<file path="src/rtl/usb_link_pkg.sv">
// usb_link_pkg: shared FSM/grant encodings and pending-read arithmetic for usb_link_ctrl.
package usb_link_pkg;

   typedef enum logic [1:0] {IDLE, WRITE, READ} state_e;
   typedef enum logic {GRANT_WR, GRANT_RD} grant_e;

   localparam int RD_PEND_W = 16;

   // Add and completion-decrement net out before saturating at all-ones.
   function automatic logic [RD_PEND_W-1:0] pend_next(input logic [RD_PEND_W-1:0] p,
                                                      input logic [7:0]           add,
                                                      input logic                 dec);
      logic [RD_PEND_W:0] s;
      s = {1'b0, p} + (RD_PEND_W+1)'(add) - (RD_PEND_W+1)'(dec);
      return s[RD_PEND_W] ? '1 : s[RD_PEND_W-1:0];
   endfunction

endpackage

</file>
<file path="src/rtl/usb_link_fifo.sv">
// usb_link_fifo: synchronous show-ahead FIFO; push and pop may coincide at any level,
// including full (pop frees the slot being written) and empty (pop is ignored).
module usb_link_fifo #(
   parameter int DATA_W = 8,
   parameter int AW     = 4,
   parameter int DEPTH  = 16
) (
   input  logic              clk,
   input  logic              rst_n,
   input  logic              push_i,
   input  logic [DATA_W-1:0] data_i,
   input  logic              pop_i,
   output logic [DATA_W-1:0] data_o,
   output logic              full_o,
   output logic              empty_o,
   output logic [AW:0]       level_o
);

   logic [DATA_W-1:0] mem_q [DEPTH];
   logic [AW:0]       wr_q, rd_q;
   logic              wr_en, rd_en;

   assign level_o = wr_q - rd_q;
   assign full_o  = level_o == (AW+1)'(DEPTH);
   assign empty_o = level_o == '0;
   assign rd_en   = pop_i && !empty_o;
   assign wr_en   = push_i && (!full_o || rd_en);
   assign data_o  = mem_q[rd_q[AW-1:0]];

   always_ff @(posedge clk or negedge rst_n) begin
      if (!rst_n) begin
         wr_q <= '0;
         rd_q <= '0;
      end else begin
         wr_q <= wr_q + (AW+1)'(wr_en);
         rd_q <= rd_q + (AW+1)'(rd_en);
      end
   end

   always_ff @(posedge clk) begin
      if (wr_en) mem_q[wr_q[AW-1:0]] <= data_i;
   end

endmodule

</file>
<file path="src/rtl/usb_link_ctrl.sv">
// usb_link_ctrl: byte-stream front end serialising TX-FIFO writes and counted reads onto usb_bridge.
// Define USB_LINK_STATS_EN to add completed-transaction counters tx_count_o/rx_count_o.
module usb_link_ctrl
   import usb_link_pkg::*;
#(
   parameter int FIFO_DEPTH = 16,
   parameter int FIFO_AW    = 4
) (
   input  logic             clk,
   input  logic             rst_n,
   input  logic [7:0]       tx_data_i,
   input  logic             tx_valid_i,
   output logic             tx_ready_o,
   output logic [7:0]       rx_data_o,
   output logic             rx_valid_o,
   input  logic             rx_ready_i,
   input  logic             rd_start_i,
   input  logic [7:0]       rd_len_i,
   output logic             busy_o,
   output logic [FIFO_AW:0] tx_level_o,
   output logic [FIFO_AW:0] rx_level_o,
   output logic             br_write_sig_o,
   output logic             br_read_sig_o,
   output logic [7:0]       br_write_data_o,
   input  logic [7:0]       br_read_data_i,
   input  logic             br_finished_i
`ifdef USB_LINK_STATS_EN
   ,
   output logic [15:0]      tx_count_o,
   output logic [15:0]      rx_count_o
`endif
);

   state_e                 state_q, state_d;
   grant_e                 last_q, last_d;
   logic [RD_PEND_W-1:0]   pend_q, pend_d;
   logic [7:0]             tx_head;
   logic                   tx_full, tx_empty, rx_full, rx_empty;
   logic                   tx_req, rd_req, wr_done, rd_done;

   usb_link_fifo #(.DATA_W(8), .AW(FIFO_AW), .DEPTH(FIFO_DEPTH)) u_tx_fifo (
      .clk     (clk),
      .rst_n   (rst_n),
      .push_i  (tx_valid_i && tx_ready_o),
      .data_i  (tx_data_i),
      .pop_i   (wr_done),
      .data_o  (tx_head),
      .full_o  (tx_full),
      .empty_o (tx_empty),
      .level_o (tx_level_o)
   );

   usb_link_fifo #(.DATA_W(8), .AW(FIFO_AW), .DEPTH(FIFO_DEPTH)) u_rx_fifo (
      .clk     (clk),
      .rst_n   (rst_n),
      .push_i  (rd_done),
      .data_i  (br_read_data_i),
      .pop_i   (rx_valid_o && rx_ready_i),
      .data_o  (rx_data_o),
      .full_o  (rx_full),
      .empty_o (rx_empty),
      .level_o (rx_level_o)
   );

   assign wr_done = state_q == WRITE && br_finished_i;
   assign rd_done = state_q == READ && br_finished_i;
   assign tx_req  = !tx_empty;
   // Only one read is ever in flight, so space at grant time is enough.
   assign rd_req  = pend_q != '0 && !rx_full;
   assign pend_d  = pend_next(pend_q, rd_start_i ? rd_len_i : 8'd0, rd_done);

   always_comb begin
      state_d = state_q;
      last_d  = last_q;
      unique case (state_q)
         IDLE: begin
            if (tx_req && (!rd_req || last_q == GRANT_RD)) state_d = WRITE;
            else if (rd_req) state_d = READ;
         end
         WRITE: if (br_finished_i) begin
            state_d = IDLE;
            last_d  = GRANT_WR;
         end
         READ: if (br_finished_i) begin
            state_d = IDLE;
            last_d  = GRANT_RD;
         end
         default: state_d = IDLE;
      endcase
   end

   always_ff @(posedge clk or negedge rst_n) begin
      if (!rst_n) begin
         state_q <= IDLE;
         last_q  <= GRANT_RD;
         pend_q  <= '0;
      end else begin
         state_q <= state_d;
         last_q  <= last_d;
         pend_q  <= pend_d;
      end
   end

   // Head is stable through WRITE: the FIFO is non-empty and only pops on completion.
   assign br_write_sig_o  = state_q == WRITE;
   assign br_read_sig_o   = state_q == READ;
   assign br_write_data_o = br_write_sig_o ? tx_head : 8'd0;
   assign tx_ready_o      = !tx_full;
   assign rx_valid_o      = !rx_empty;
   assign busy_o          = state_q != IDLE || !tx_empty || pend_q != '0;

`ifdef USB_LINK_STATS_EN
   logic [15:0] tx_cnt_q, rx_cnt_q;

   always_ff @(posedge clk or negedge rst_n) begin
      if (!rst_n) begin
         tx_cnt_q <= '0;
         rx_cnt_q <= '0;
      end else begin
         tx_cnt_q <= tx_cnt_q + 16'(wr_done);
         rx_cnt_q <= rx_cnt_q + 16'(rd_done);
      end
   end

   assign tx_count_o = tx_cnt_q;
   assign rx_count_o = rx_cnt_q;
`endif

endmodule

</file>
<file path="config.mk">
export PLATFORM = sky130hd
export DESIGN_NAME = usb_link_ctrl
export DESIGN_NICKNAME = d
export VERILOG_FILES = /design/src/rtl/usb_link_pkg.sv /design/src/rtl/usb_link_fifo.sv /design/src/rtl/usb_link_ctrl.sv
export SDC_FILE = /design/constraint.sdc
export NUM_CORES = 1
export LEC_CHECK = 0
export CORE_MARGIN = 3
export CORE_UTILIZATION = 45
export DETAILED_ROUTE_END_ITERATION = 8
export PLACE_DENSITY = 0.73
export SETUP_SLACK_MARGIN = 0.2
export SYNTH_ARGS = -nofsm -noshare
export SYNTH_HDL_FRONTEND = slang
export SYNTH_SLANG_ARGS = --single-unit
</file>
<file path="constraint.sdc">
create_clock -name clk -period 6.13 [get_ports clk]
set_clock_uncertainty 0.15 [all_clocks]
set_input_delay 0.613 -clock clk [delete_from_list [all_inputs] [get_ports clk]]
set_output_delay 0.613 -clock clk [all_outputs]
set_load 0.01 [all_outputs]
</file>
==> impl_metrics.prom, run 1 <==
# TYPE chip_impl_metric gauge
chip_impl_metric{name="vias",unit=""} 6628
chip_impl_metric{name="antenna_cells_inserted",unit=""} 0
chip_impl_metric{name="floorplan.rows",unit=""} 61
chip_impl_info{name="timing.hold.worst.class",value="primary input to async pin"} 1
chip_impl_metric{name="syn_area",unit="sq um"} 12800
chip_impl_metric{name="slew_viols_final",unit=""} 0
chip_impl_metric{name="avgViaCountPerCell",unit=""} 5.50
chip_impl_metric{name="worstPathRequired",unit="ps"} 5370
chip_impl_info{name="r2r_end",value="u_tx_fifo.mem_q[8][7]"} 1
chip_impl_metric{name="synth.mux.area_fraction",unit="%"} 14.0
chip_impl_metric{name="postCtsSetupRepairBufs",unit=""} 0
chip_impl_metric{name="synth_xor_xnor_area_share",unit="%"} 2.24
chip_impl_metric{name="die_y",unit="microns"} 175
chip_impl_metric{name="layoutNonFillerInstCount",unit=""} 1206
chip_impl_info{name="timing.critical_path.cells",value="buf_4, inv_1, fa_1, a21o_1, a21oi_1, xnor2_1, or3_1, nor2_1, nand2_1, clkdlybuf4s50_1"} 1
chip_impl_metric{name="synth_simple_gate_area_share",unit="%"} 5.16
chip_impl_metric{name="floorplan.initialDensity",unit="%"} 45.9
chip_impl_metric{name="first_global_vias",unit=""} 6976
chip_impl_metric{name="io-pin-count",unit=""} 61
chip_impl_metric{name="synth_async_sr_flop_share",unit="%"} 13.2
chip_impl_metric{name="grt_util_all_layers",unit="%"} 17.1
chip_impl_metric{name="final.min_clock_period",unit="ps"} 4400
chip_impl_info{name="reg2reg_from",value="u_tx_fifo.rd_q[1]"} 1
chip_impl_metric{name="clkTransAtPathRegs",unit="ps"} 60
chip_impl_metric{name="dpl.hpwl",unit="mm"} 16.6
chip_impl_metric{name="mappedNetlistNets",unit=""} 803
chip_impl_metric{name="synth_sequential_area_ratio",unit="%"} 67.5
chip_impl_metric{name="yosys_register_bits",unit=""} 295
chip_impl_metric{name="power.density_cell_area",unit="nW/um^2"} 503
chip_impl_metric{name="layout_setup_ws",unit="ps"} 1730
chip_impl_metric{name="slew_at_the_pin_closest_to_its_max_slew_limit",unit="ps"} 1220
chip_impl_info{name="clock_tree_from_tritoncts",value="yes"} 1
chip_impl_info{name="setup_repair_after_global_routing_missed_its_margin",value="false"} 1
chip_impl_metric{name="cellLeakagePower",unit="nW"} 5.18
chip_impl_metric{name="final_min_period_over_clock_period",unit="%"} 71.9
chip_impl_metric{name="reg2reg_depth",unit=""} 9
chip_impl_metric{name="compound_cell_area_share_of_the_yosys_netlist",unit="%"} 3.40
chip_impl_metric{name="core_region_area",unit="sq um"} 27900
chip_impl_metric{name="max_stage_delay",unit="ps"} 480
chip_impl_info{name="synth_top_family_by_area",value="multiplexers"} 1
chip_impl_metric{name="critPathBufInv",unit=""} 3
chip_impl_metric{name="report.final.hold_viol_count",unit=""} 0
chip_impl_metric{name="yosys.area_share.adder",unit="%"} 5.05
chip_impl_metric{name="grt_pass1_wl",unit="mm"} 40.8
chip_impl_info{name="start_kind",value="register"} 1
chip_impl_metric{name="met3_wirelength",unit="mm"} 1.25
chip_impl_metric{name="multi_input_comb_area",unit="sq um"} 3940
chip_impl_metric{name="worst_ir_drop_vdd",unit="uV"} 406
chip_impl_info{name="post_synth_main_area_contributors",value="sky130_fd_sc_hd__edfxtp_1 60%, sky130_fd_sc_hd__mux4_2 14%, sky130_fd_sc_hd__dfrtp_1 7.4%"} 1
chip_impl_metric{name="synth_enable_flop_cells",unit=""} 256
chip_impl_metric{name="finalSetupViolations",unit=""} 0
chip_impl_metric{name="setup-tns-final",unit="ps"} 0
chip_impl_metric{name="ff2ff_setup_slack",unit="ps"} 1960
chip_impl_info{name="run_status",value="finished clean"} 1
chip_impl_metric{name="number_of_clock_buffers_inserted_by_tritoncts",unit=""} 30
chip_impl_metric{name="postCtsHoldBufs",unit=""} 0
chip_impl_metric{name="antenna_found_initial",unit=""} 0
chip_impl_metric{name="drv.max_cap_violation_count",unit=""} 0
chip_impl_metric{name="layout.nets",unit=""} 884
chip_impl_metric{name="dpl_worst_slack",unit="ps"} 1740
chip_impl_info{name="yosys.area.top_type",value="sky130_fd_sc_hd__edfxtp_1"} 1
chip_impl_metric{name="routed_wirelength",unit="mm"} 25.4
chip_impl_metric{name="critical_path.max_fanout",unit=""} 35
chip_impl_metric{name="routed-wl-met2",unit="mm"} 12.3
chip_impl_metric{name="die_span_in_x",unit="microns"} 175
chip_impl_metric{name="max_slew_margin",unit="%"} 18.0
chip_impl_info{name="slowest_stage_cell_crit_path",value="sky130_fd_sc_hd__fa_1"} 1
chip_impl_info{name="clock_tree.root_cell",value="sky130_fd_sc_hd__clkbuf_16"} 1
chip_impl_metric{name="placed_cells_incl_taps",unit=""} 1150
chip_impl_metric{name="route.detailed.wl_per_inst",unit="microns"} 21.0
chip_impl_metric{name="syn-mean-instance-area",unit="sq um"} 17.8
chip_impl_metric{name="dr.pass1.iters",unit=""} 4
chip_impl_metric{name="max_freq",unit="MHz"} 227
chip_impl_metric{name="globalplace.congestion",unit=""} 0.826
chip_impl_metric{name="postCtsResizedCells",unit=""} 0
chip_impl_metric{name="synthDistinctLibCells",unit=""} 55
chip_impl_metric{name="drt-met1-wl",unit="mm"} 11.1
chip_impl_metric{name="fillCellCount",unit=""} 2182
chip_impl_metric{name="final_layout_size_suffix_gt1_share",unit="%"} 21.5
chip_impl_metric{name="largest_net_degree_at_the_start_of_global_routing",unit=""} 40
chip_impl_metric{name="synth_largest_type_area_fraction",unit="%"} 59.9
chip_impl_metric{name="seq_area",unit="sq um"} 8670
chip_impl_info{name="timing.critical_path.max_delay_family",value="buffers and inverters"} 1
chip_impl_metric{name="worstPathArrival",unit="ps"} 3640
chip_impl_metric{name="synthesis.yosys.warnings",unit=""} 0
chip_impl_metric{name="final_antenna_net_count",unit=""} 0
chip_impl_metric{name="globalRoute.totalOverflow",unit=""} 0
chip_impl_metric{name="detailedRoute.firstIterationViolations",unit=""} 492
chip_impl_metric{name="worst_skew_pair.late_latency",unit="ps"} 540
chip_impl_metric{name="post_synth_inst_count",unit=""} 723
chip_impl_info{name="synth_ff_type",value="sky130_fd_sc_hd__edfxtp_1"} 1
chip_impl_metric{name="drc_errors",unit=""} 0
chip_impl_info{name="worstSetupPathType",value="register to output port"} 1
chip_impl_metric{name="area_enclosed_by_the_die_boundary",unit="sq um"} 30600
chip_impl_metric{name="cts_num_sinks",unit=""} 295
chip_impl_metric{name="ctsLongestPathBuffers",unit=""} 3
chip_impl_metric{name="count_of_buffers_from_port_buffering",unit=""} 60
chip_impl_info{name="worst_setup_path_end_kind",value="output port"} 1
chip_impl_metric{name="areaGrowthSynthToFinish",unit="%"} 16.6
chip_impl_metric{name="cts_htree_levels",unit=""} 1
chip_impl_info{name="top_signal_layer_used",value="met4"} 1
==> final cells by class <==
cell class	instances	area share, %
flip-flops and latches	295	57.9
multi-input cells	344	26.3
clock buffers	47	5.85
repair buffers	76	4.78
well taps	378	3.16
inverters	57	1.43
clock inverters	9	0.518
==> registers in the layout, summed over array words and instances, names as in the netlist <==
| signal | cells |
|---|---|
| u_tx_fifo.mem_q | 128 |
| state_q | 2 |
| u_rx_fifo.rd_q | 5 |
| pend_q | 16 |
| last_q | 1 |
| u_rx_fifo.mem_q | 128 |
| u_tx_fifo.rd_q | 5 |
| u_tx_fifo.wr_q | 5 |
| u_rx_fifo.wr_q | 5 |
==> power by group <==
group,total [mW],switching [mW],internal [mW],leakage [nW]
clock,1.74,0.721,1.02,0.463
combinational,3.15,1.62,1.53,1.97
sequential,2.64,0.196,2.44,2.75
total,7.53,2.54,4.99,5.18
==> how the worst max path moves through the flow <==
stage,from,to,slack [ps],depth (start not counted)
6_report,u_tx_fifo.rd_q[1],busy_o,1730,10
5_1_grt,u_tx_fifo.rd_q[1],busy_o,1560,10
4_1_cts,u_tx_fifo.rd_q[1],busy_o,1690,10
3_5_place_dp,br_finished_i,pend_q[14],1740,13
3_3_place_gp,br_finished_i,pend_q[10],1790,13
2_1_floorplan,u_tx_fifo.rd_q[1],u_tx_fifo.mem_q[3][0],2130,11
==> metal layers <==
metal  vias to the layer above  GRT usage, %
met1                      3400          24.2
met2                       170          27.5
met4                         0          5.32
met3                        49          2.93
met5                         -             0
li1                       3009             -
==> synthesized netlist by cell type (2+ instances only) <==
cell type	count
sky130_fd_sc_hd__xnor2_1	21
sky130_fd_sc_hd__a21oi_2	2
sky130_fd_sc_hd__and2_1	10
sky130_fd_sc_hd__dfrtp_1	38
sky130_fd_sc_hd__or3_1	2
sky130_fd_sc_hd__a31oi_1	2
sky130_fd_sc_hd__a211oi_1	2
sky130_fd_sc_hd__o211ai_1	2
sky130_fd_sc_hd__mux4_2	80
sky130_fd_sc_hd__nand3b_1	2
sky130_fd_sc_hd__nor4_1	11
sky130_fd_sc_hd__and3_1	2
sky130_fd_sc_hd__nand2_2	9
sky130_fd_sc_hd__inv_2	2
sky130_fd_sc_hd__o21a_1	3
sky130_fd_sc_hd__o22ai_1	2
sky130_fd_sc_hd__nor2b_1	2
sky130_fd_sc_hd__nand2b_1	10
sky130_fd_sc_hd__o21bai_1	2
sky130_fd_sc_hd__nand4_1	2
sky130_fd_sc_hd__xor2_1	10
sky130_fd_sc_hd__o21ai_1	2
sky130_fd_sc_hd__ha_1	47
sky130_fd_sc_hd__o21ai_0	7
sky130_fd_sc_hd__nor3_1	22
sky130_fd_sc_hd__nor2_1	6
sky130_fd_sc_hd__fa_1	3
sky130_fd_sc_hd__buf_2	8
sky130_fd_sc_hd__a21o_1	9
sky130_fd_sc_hd__nand3_1	10
sky130_fd_sc_hd__a32o_1	2
sky130_fd_sc_hd__clkbuf_1	18
sky130_fd_sc_hd__inv_1	55
sky130_fd_sc_hd__nor4b_1	4
sky130_fd_sc_hd__nand2_1	26
sky130_fd_sc_hd__a21oi_1	14
sky130_fd_sc_hd__edfxtp_1	256
==> worst reg2reg max path, stage by stage, from the launching register on <==
cell and delay [ps]:
sky130_fd_sc_hd__dfrtp_1 320, sky130_fd_sc_hd__buf_4 410, sky130_fd_sc_hd__inv_1 180, sky130_fd_sc_hd__fa_1 480, sky130_fd_sc_hd__a21o_1 190, sky130_fd_sc_hd__a21oi_1 160
sky130_fd_sc_hd__xnor2_1 130, sky130_fd_sc_hd__or3b_1 210, sky130_fd_sc_hd__nand2_1 420, sky130_fd_sc_hd__nor3_1 1130
==> metrics by stage <==
step	power [mW]	cell area, sq um	util (%)	hold slack, ps
floorplan	4.84	12800	-	167
global placement	5.82	14000	50.2	328
detailed placement	5.85	14000	50.2	336
CTS	7.61	15000	53.6	60.8
global route	7.99	15000	53.6	106
finish	7.53	15000	53.6	43.4
==> kinds of logic (layout without fill, tap and decap cells) <==
| kind of cell | Yosys count | in the layout |
|---|---|---|
| XOR/XNOR | 32 | 32 |
| adder cells (fa/ha/maj) | 50 | 50 |
| AND/OR/NAND/NOR | 122 | 122 |
| flip-flops | 295 | 295 |
| AO/OA/AOI/OAI | 60 | 60 |
| multiplexers | 80 | 80 |
| buffers and inverters | 84 | 189 |
==> cell usage in the layout (no fill, tap or decap), types with 3 or more instances in the layout <==
master / n
sky130_fd_sc_hd__fa_1: 3
sky130_fd_sc_hd__clkdlybuf4s50_1: 59
sky130_fd_sc_hd__nor2_1: 6
sky130_fd_sc_hd__clkbuf_1: 12
sky130_fd_sc_hd__nor4_1: 5
sky130_fd_sc_hd__nor4b_2: 4
sky130_fd_sc_hd__xor2_1: 10
sky130_fd_sc_hd__xnor2_1: 21
sky130_fd_sc_hd__and2_1: 10
sky130_fd_sc_hd__edfxtp_1: 256
sky130_fd_sc_hd__mux4_2: 80
sky130_fd_sc_hd__clkbuf_16: 31
sky130_fd_sc_hd__dfrtp_1: 36
sky130_fd_sc_hd__inv_1: 55
sky130_fd_sc_hd__nand2b_1: 10
sky130_fd_sc_hd__a21oi_1: 14
sky130_fd_sc_hd__clkbuf_8: 4
sky130_fd_sc_hd__nor4_2: 5
sky130_fd_sc_hd__nand2_2: 9
sky130_fd_sc_hd__buf_4: 16
sky130_fd_sc_hd__nor3_2: 7
sky130_fd_sc_hd__a21o_1: 9
sky130_fd_sc_hd__nor3_1: 15
sky130_fd_sc_hd__nand2_1: 26
sky130_fd_sc_hd__o21a_1: 3
sky130_fd_sc_hd__nand3_1: 10
sky130_fd_sc_hd__o21ai_0: 7
sky130_fd_sc_hd__ha_1: 47
sky130_fd_sc_hd__clkinv_2: 3
Note: power is estimated with default switching activity, not from simulation.
==> inputs of run 2 (changes only) <==
--- a/config.mk
+++ b/config.mk
@@ -8,7 +8,7 @@
 export CORE_MARGIN = 3
 export CORE_UTILIZATION = 45
 export DETAILED_ROUTE_END_ITERATION = 8
-export PLACE_DENSITY = 0.73
+export PLACE_DENSITY = 0.76
 export SETUP_SLACK_MARGIN = 0.2
 export SYNTH_ARGS = -nofsm -noshare
 export SYNTH_HDL_FRONTEND = slang
==> constraint.sdc (replaced) <==
create_clock -name clk -period 3.7 [get_ports clk]
set_clock_uncertainty 0.15 [all_clocks]
set_input_delay 0.37 -clock clk [delete_from_list [all_inputs] [get_ports clk]]
set_output_delay 0.37 -clock clk [all_outputs]
set_load 0.01 [all_outputs]
==> run 2 against run 1 <==
  * Register-to-register slack worse by 1600 ps
  * Via count increased by 2.1%
  * Combinational power is 90% higher
  * Utilization up 2.2 points
  * Highest routed layer is now met5
==> impl_metrics.prom, run 2 (synthesis results as in run 1) <==
# TYPE chip_impl_metric gauge
chip_impl_metric{name="die_span_in_x",unit="microns"} 175
chip_impl_metric{name="final_antenna_net_count",unit=""} 0
chip_impl_metric{name="count_of_buffers_from_port_buffering",unit=""} 60
chip_impl_metric{name="worstPathRequired",unit="ps"} 3180
chip_impl_metric{name="worstPathArrival",unit="ps"} 3020
chip_impl_metric{name="layout_setup_ws",unit="ps"} 162
chip_impl_metric{name="comb_power_share",unit="%"} 44.2
chip_impl_metric{name="worst_ir_drop_vdd",unit="uV"} 811
chip_impl_metric{name="max_slew_margin",unit="%"} 24.8
chip_impl_metric{name="route.detailed.wl_per_inst",unit="microns"} 20.3
chip_impl_metric{name="ctsLongestPathBuffers",unit=""} 3
chip_impl_metric{name="internal_power",unit="mW"} 9.06
chip_impl_metric{name="dpl.hpwl",unit="mm"} 16.8
chip_impl_metric{name="globalRoute.totalOverflow",unit=""} 0
chip_impl_metric{name="setup-tns-final",unit="ps"} 0
chip_impl_metric{name="worst_skew_pair.late_latency",unit="ps"} 540
chip_impl_metric{name="final_min_period_over_clock_period",unit="%"} 95.6
chip_impl_info{name="final_cell_mix",value="256 x sky130_fd_sc_hd__edfxtp_1, 80 x sky130_fd_sc_hd__mux4_2, 55 x sky130_fd_sc_hd__inv_1"} 1
chip_impl_metric{name="vias",unit=""} 6767
chip_impl_info{name="r2r_end",value="pend_q[14]"} 1
chip_impl_metric{name="finalSetupViolations",unit=""} 0
chip_impl_metric{name="drc_errors",unit=""} 0
chip_impl_metric{name="slew_viols_final",unit=""} 0
chip_impl_metric{name="cts_num_sinks",unit=""} 295
chip_impl_metric{name="globalplace.congestion",unit=""} 0.825
chip_impl_info{name="setup_repair_after_global_routing_missed_its_margin",value="true"} 1
chip_impl_metric{name="post-route-cell-area",unit="sq um"} 15600
chip_impl_metric{name="ff2ff_setup_slack",unit="ps"} 380
chip_impl_metric{name="placed_cells_incl_taps",unit=""} 1172
chip_impl_info{name="worst_setup_path_end_kind",value="output port"} 1
chip_impl_metric{name="avgViaCountPerCell",unit=""} 5.43
chip_impl_metric{name="floorplan.rows",unit=""} 61
chip_impl_metric{name="die_y",unit="microns"} 175
chip_impl_metric{name="grt_pass1_wl",unit="mm"} 40.3
chip_impl_metric{name="power.sequential.fraction",unit="%"} 31.6
chip_impl_metric{name="fillCellCount",unit=""} 2170
chip_impl_info{name="layout.cells.most_common",value="sky130_fd_sc_hd__edfxtp_1"} 1
chip_impl_metric{name="cts_htree_levels",unit=""} 1
chip_impl_metric{name="dpl_worst_slack",unit="ps"} 91.9
chip_impl_metric{name="first_global_vias",unit=""} 7164
chip_impl_metric{name="grt_util_all_layers",unit="%"} 16.7
chip_impl_metric{name="critical_path.max_fanout",unit=""} 5
chip_impl_metric{name="dr.pass1.iters",unit=""} 5
chip_impl_metric{name="number_of_clock_buffers_inserted_by_tritoncts",unit=""} 30
chip_impl_info{name="run_status",value="finished clean"} 1
chip_impl_metric{name="final_layout_size_suffix_gt1_share",unit="%"} 26.6
chip_impl_metric{name="detailedRoute.firstIterationViolations",unit=""} 546
chip_impl_info{name="reg2reg_from",value="state_q[0]"} 1
chip_impl_info{name="clock_tree_from_tritoncts",value="yes"} 1
chip_impl_metric{name="areaGrowthSynthToFinish",unit="%"} 21.4
chip_impl_metric{name="antenna_cells_inserted",unit=""} 0
chip_impl_metric{name="layoutNonFillerInstCount",unit=""} 1246
chip_impl_info{name="start_kind",value="register"} 1
chip_impl_metric{name="reg2reg_depth",unit=""} 15
chip_impl_metric{name="antenna_found_initial",unit=""} 2
chip_impl_metric{name="clkTransAtPathRegs",unit="ps"} 70
chip_impl_metric{name="core_region_area",unit="sq um"} 27900
chip_impl_metric{name="placed_area",unit="sq um"} 14200
chip_impl_metric{name="floorplan.initialDensity",unit="%"} 45.9
chip_impl_info{name="worstSetupPathType",value="register to output port"} 1
chip_impl_metric{name="cellLeakagePower",unit="nW"} 5.59
chip_impl_metric{name="max_freq",unit="MHz"} 283
chip_impl_metric{name="netSwitchingFraction",unit="%"} 32.9
chip_impl_metric{name="largest_net_degree_at_the_start_of_global_routing",unit=""} 40
chip_impl_info{name="timing.hold.worst.class",value="primary input to async pin"} 1
chip_impl_metric{name="power.density_cell_area",unit="nW/um^2"} 867
chip_impl_metric{name="drv.max_cap_violation_count",unit=""} 0
chip_impl_metric{name="area_enclosed_by_the_die_boundary",unit="sq um"} 30600
chip_impl_metric{name="final.min_clock_period",unit="ps"} 3540
chip_impl_metric{name="routed_wirelength",unit="mm"} 25.3
chip_impl_metric{name="slew_at_the_pin_closest_to_its_max_slew_limit",unit="ps"} 1120
chip_impl_metric{name="layout.nets",unit=""} 925
chip_impl_metric{name="switching_power_total",unit="mW"} 4.44
chip_impl_metric{name="report.final.hold_viol_count",unit=""} 0
chip_impl_metric{name="io-pin-count",unit=""} 61
chip_impl_metric{name="power_frac_clock",unit="%"} 24.2
chip_impl_info{name="clock_tree.root_cell",value="sky130_fd_sc_hd__clkbuf_16"} 1
==> run 2: cell count changes in the layout (fill, tap and decap cells not counted), sizes merged, moves of 2 or more <==
cell / delta
buf: +39
clkinv: +2
dlygate4sd2: +6
clkdlybuf4s50: -9
dlymetal6s2s: +3
clkbuf: -10
bufinv: +6
==> run 2: metal layers <==
layer  track usage, %  up-vias  share of wire [%]
met5                0        -               0.11
met4             3.29        4                1.7
met3             3.59       38                5.8
met2             27.7      186                 50
met1             23.2     3447                 42
li1                 -     3092                  -
==> run 2: area by class of cell <==
| type | instances | area (sq um) | area share, % |
|---|---|---|---|
| Clock buffer | 37 | 798 | 5.12 |
| Clock inverter | 18 | 280 | 1.80 |
| Inverter | 57 | 214 | 1.37 |
| Multi-Input combinational cell | 344 | 4050 | 26.0 |
| Sequential cell | 295 | 8670 | 55.6 |
| Tap cell | 378 | 473 | 3.04 |
| Timing Repair Buffer | 117 | 1100 | 7.08 |
==> run 2: power groups by stage <==
stage                     clock network (mW)  logic (mW)  registers (mW)
after floorplan                            0        3.81            4.24
after global placement                     0        5.49            4.31
after CTS                               3.33        5.73            4.26
final                                   3.27        5.97            4.26
after global routing                    3.46        6.52            4.30
after detailed placement                   0        5.57            4.32
==> run 2: worst max path at each step <==
stage                                   to         startpoint  slack, ps  depth (start not counted)
floorplan           u_tx_fifo.mem_q[12][0]  u_tx_fifo.rd_q[1]        220                         11
global placement                pend_q[10]         rd_start_i        180                         14
detailed placement              pend_q[10]         rd_start_i         90                         14
CTS                                 busy_o  u_tx_fifo.wr_q[0]         80                         11
global route                        busy_o  u_tx_fifo.wr_q[0]         60                          9
finish                              busy_o  u_tx_fifo.wr_q[0]        160                          9
==> run 2: critical path, cell delays in order (launching register included) <==
cell	delay, ps
sky130_fd_sc_hd__dfrtp_1	400
sky130_fd_sc_hd__inv_1	70
sky130_fd_sc_hd__ha_1	170
sky130_fd_sc_hd__inv_1	80
sky130_fd_sc_hd__fa_2	470
sky130_fd_sc_hd__or3_4	380
sky130_fd_sc_hd__or3_4	420
sky130_fd_sc_hd__nor2_4	110
sky130_fd_sc_hd__nand2_1	90
sky130_fd_sc_hd__dlygate4sd2_1	290
==> run 2: what timing repair did <==
item | CTS | global route
resized for setup | 12 | 25
hold endpoints to repair | 38 | 0
endpoints found under the setup margin | 18 | 102
setup buffers | 2 | 14
pin swaps | 0 | 3
gates cloned | 2 | 0
hold buffers | 1 | 0
==> run 2: stage by stage <==
step | hold slack (ps) | utilization (%) | total power, mW
after detailed placement | 335 | 50.7 | 9.89
after global routing | 368 | 55.8 | 14.3
final | 335 | 55.8 | 13.5
after floorplan | -75.6 | - | 8.06
after global placement | 331 | 50.7 | 9.79
after CTS | 348 | 54.9 | 13.3
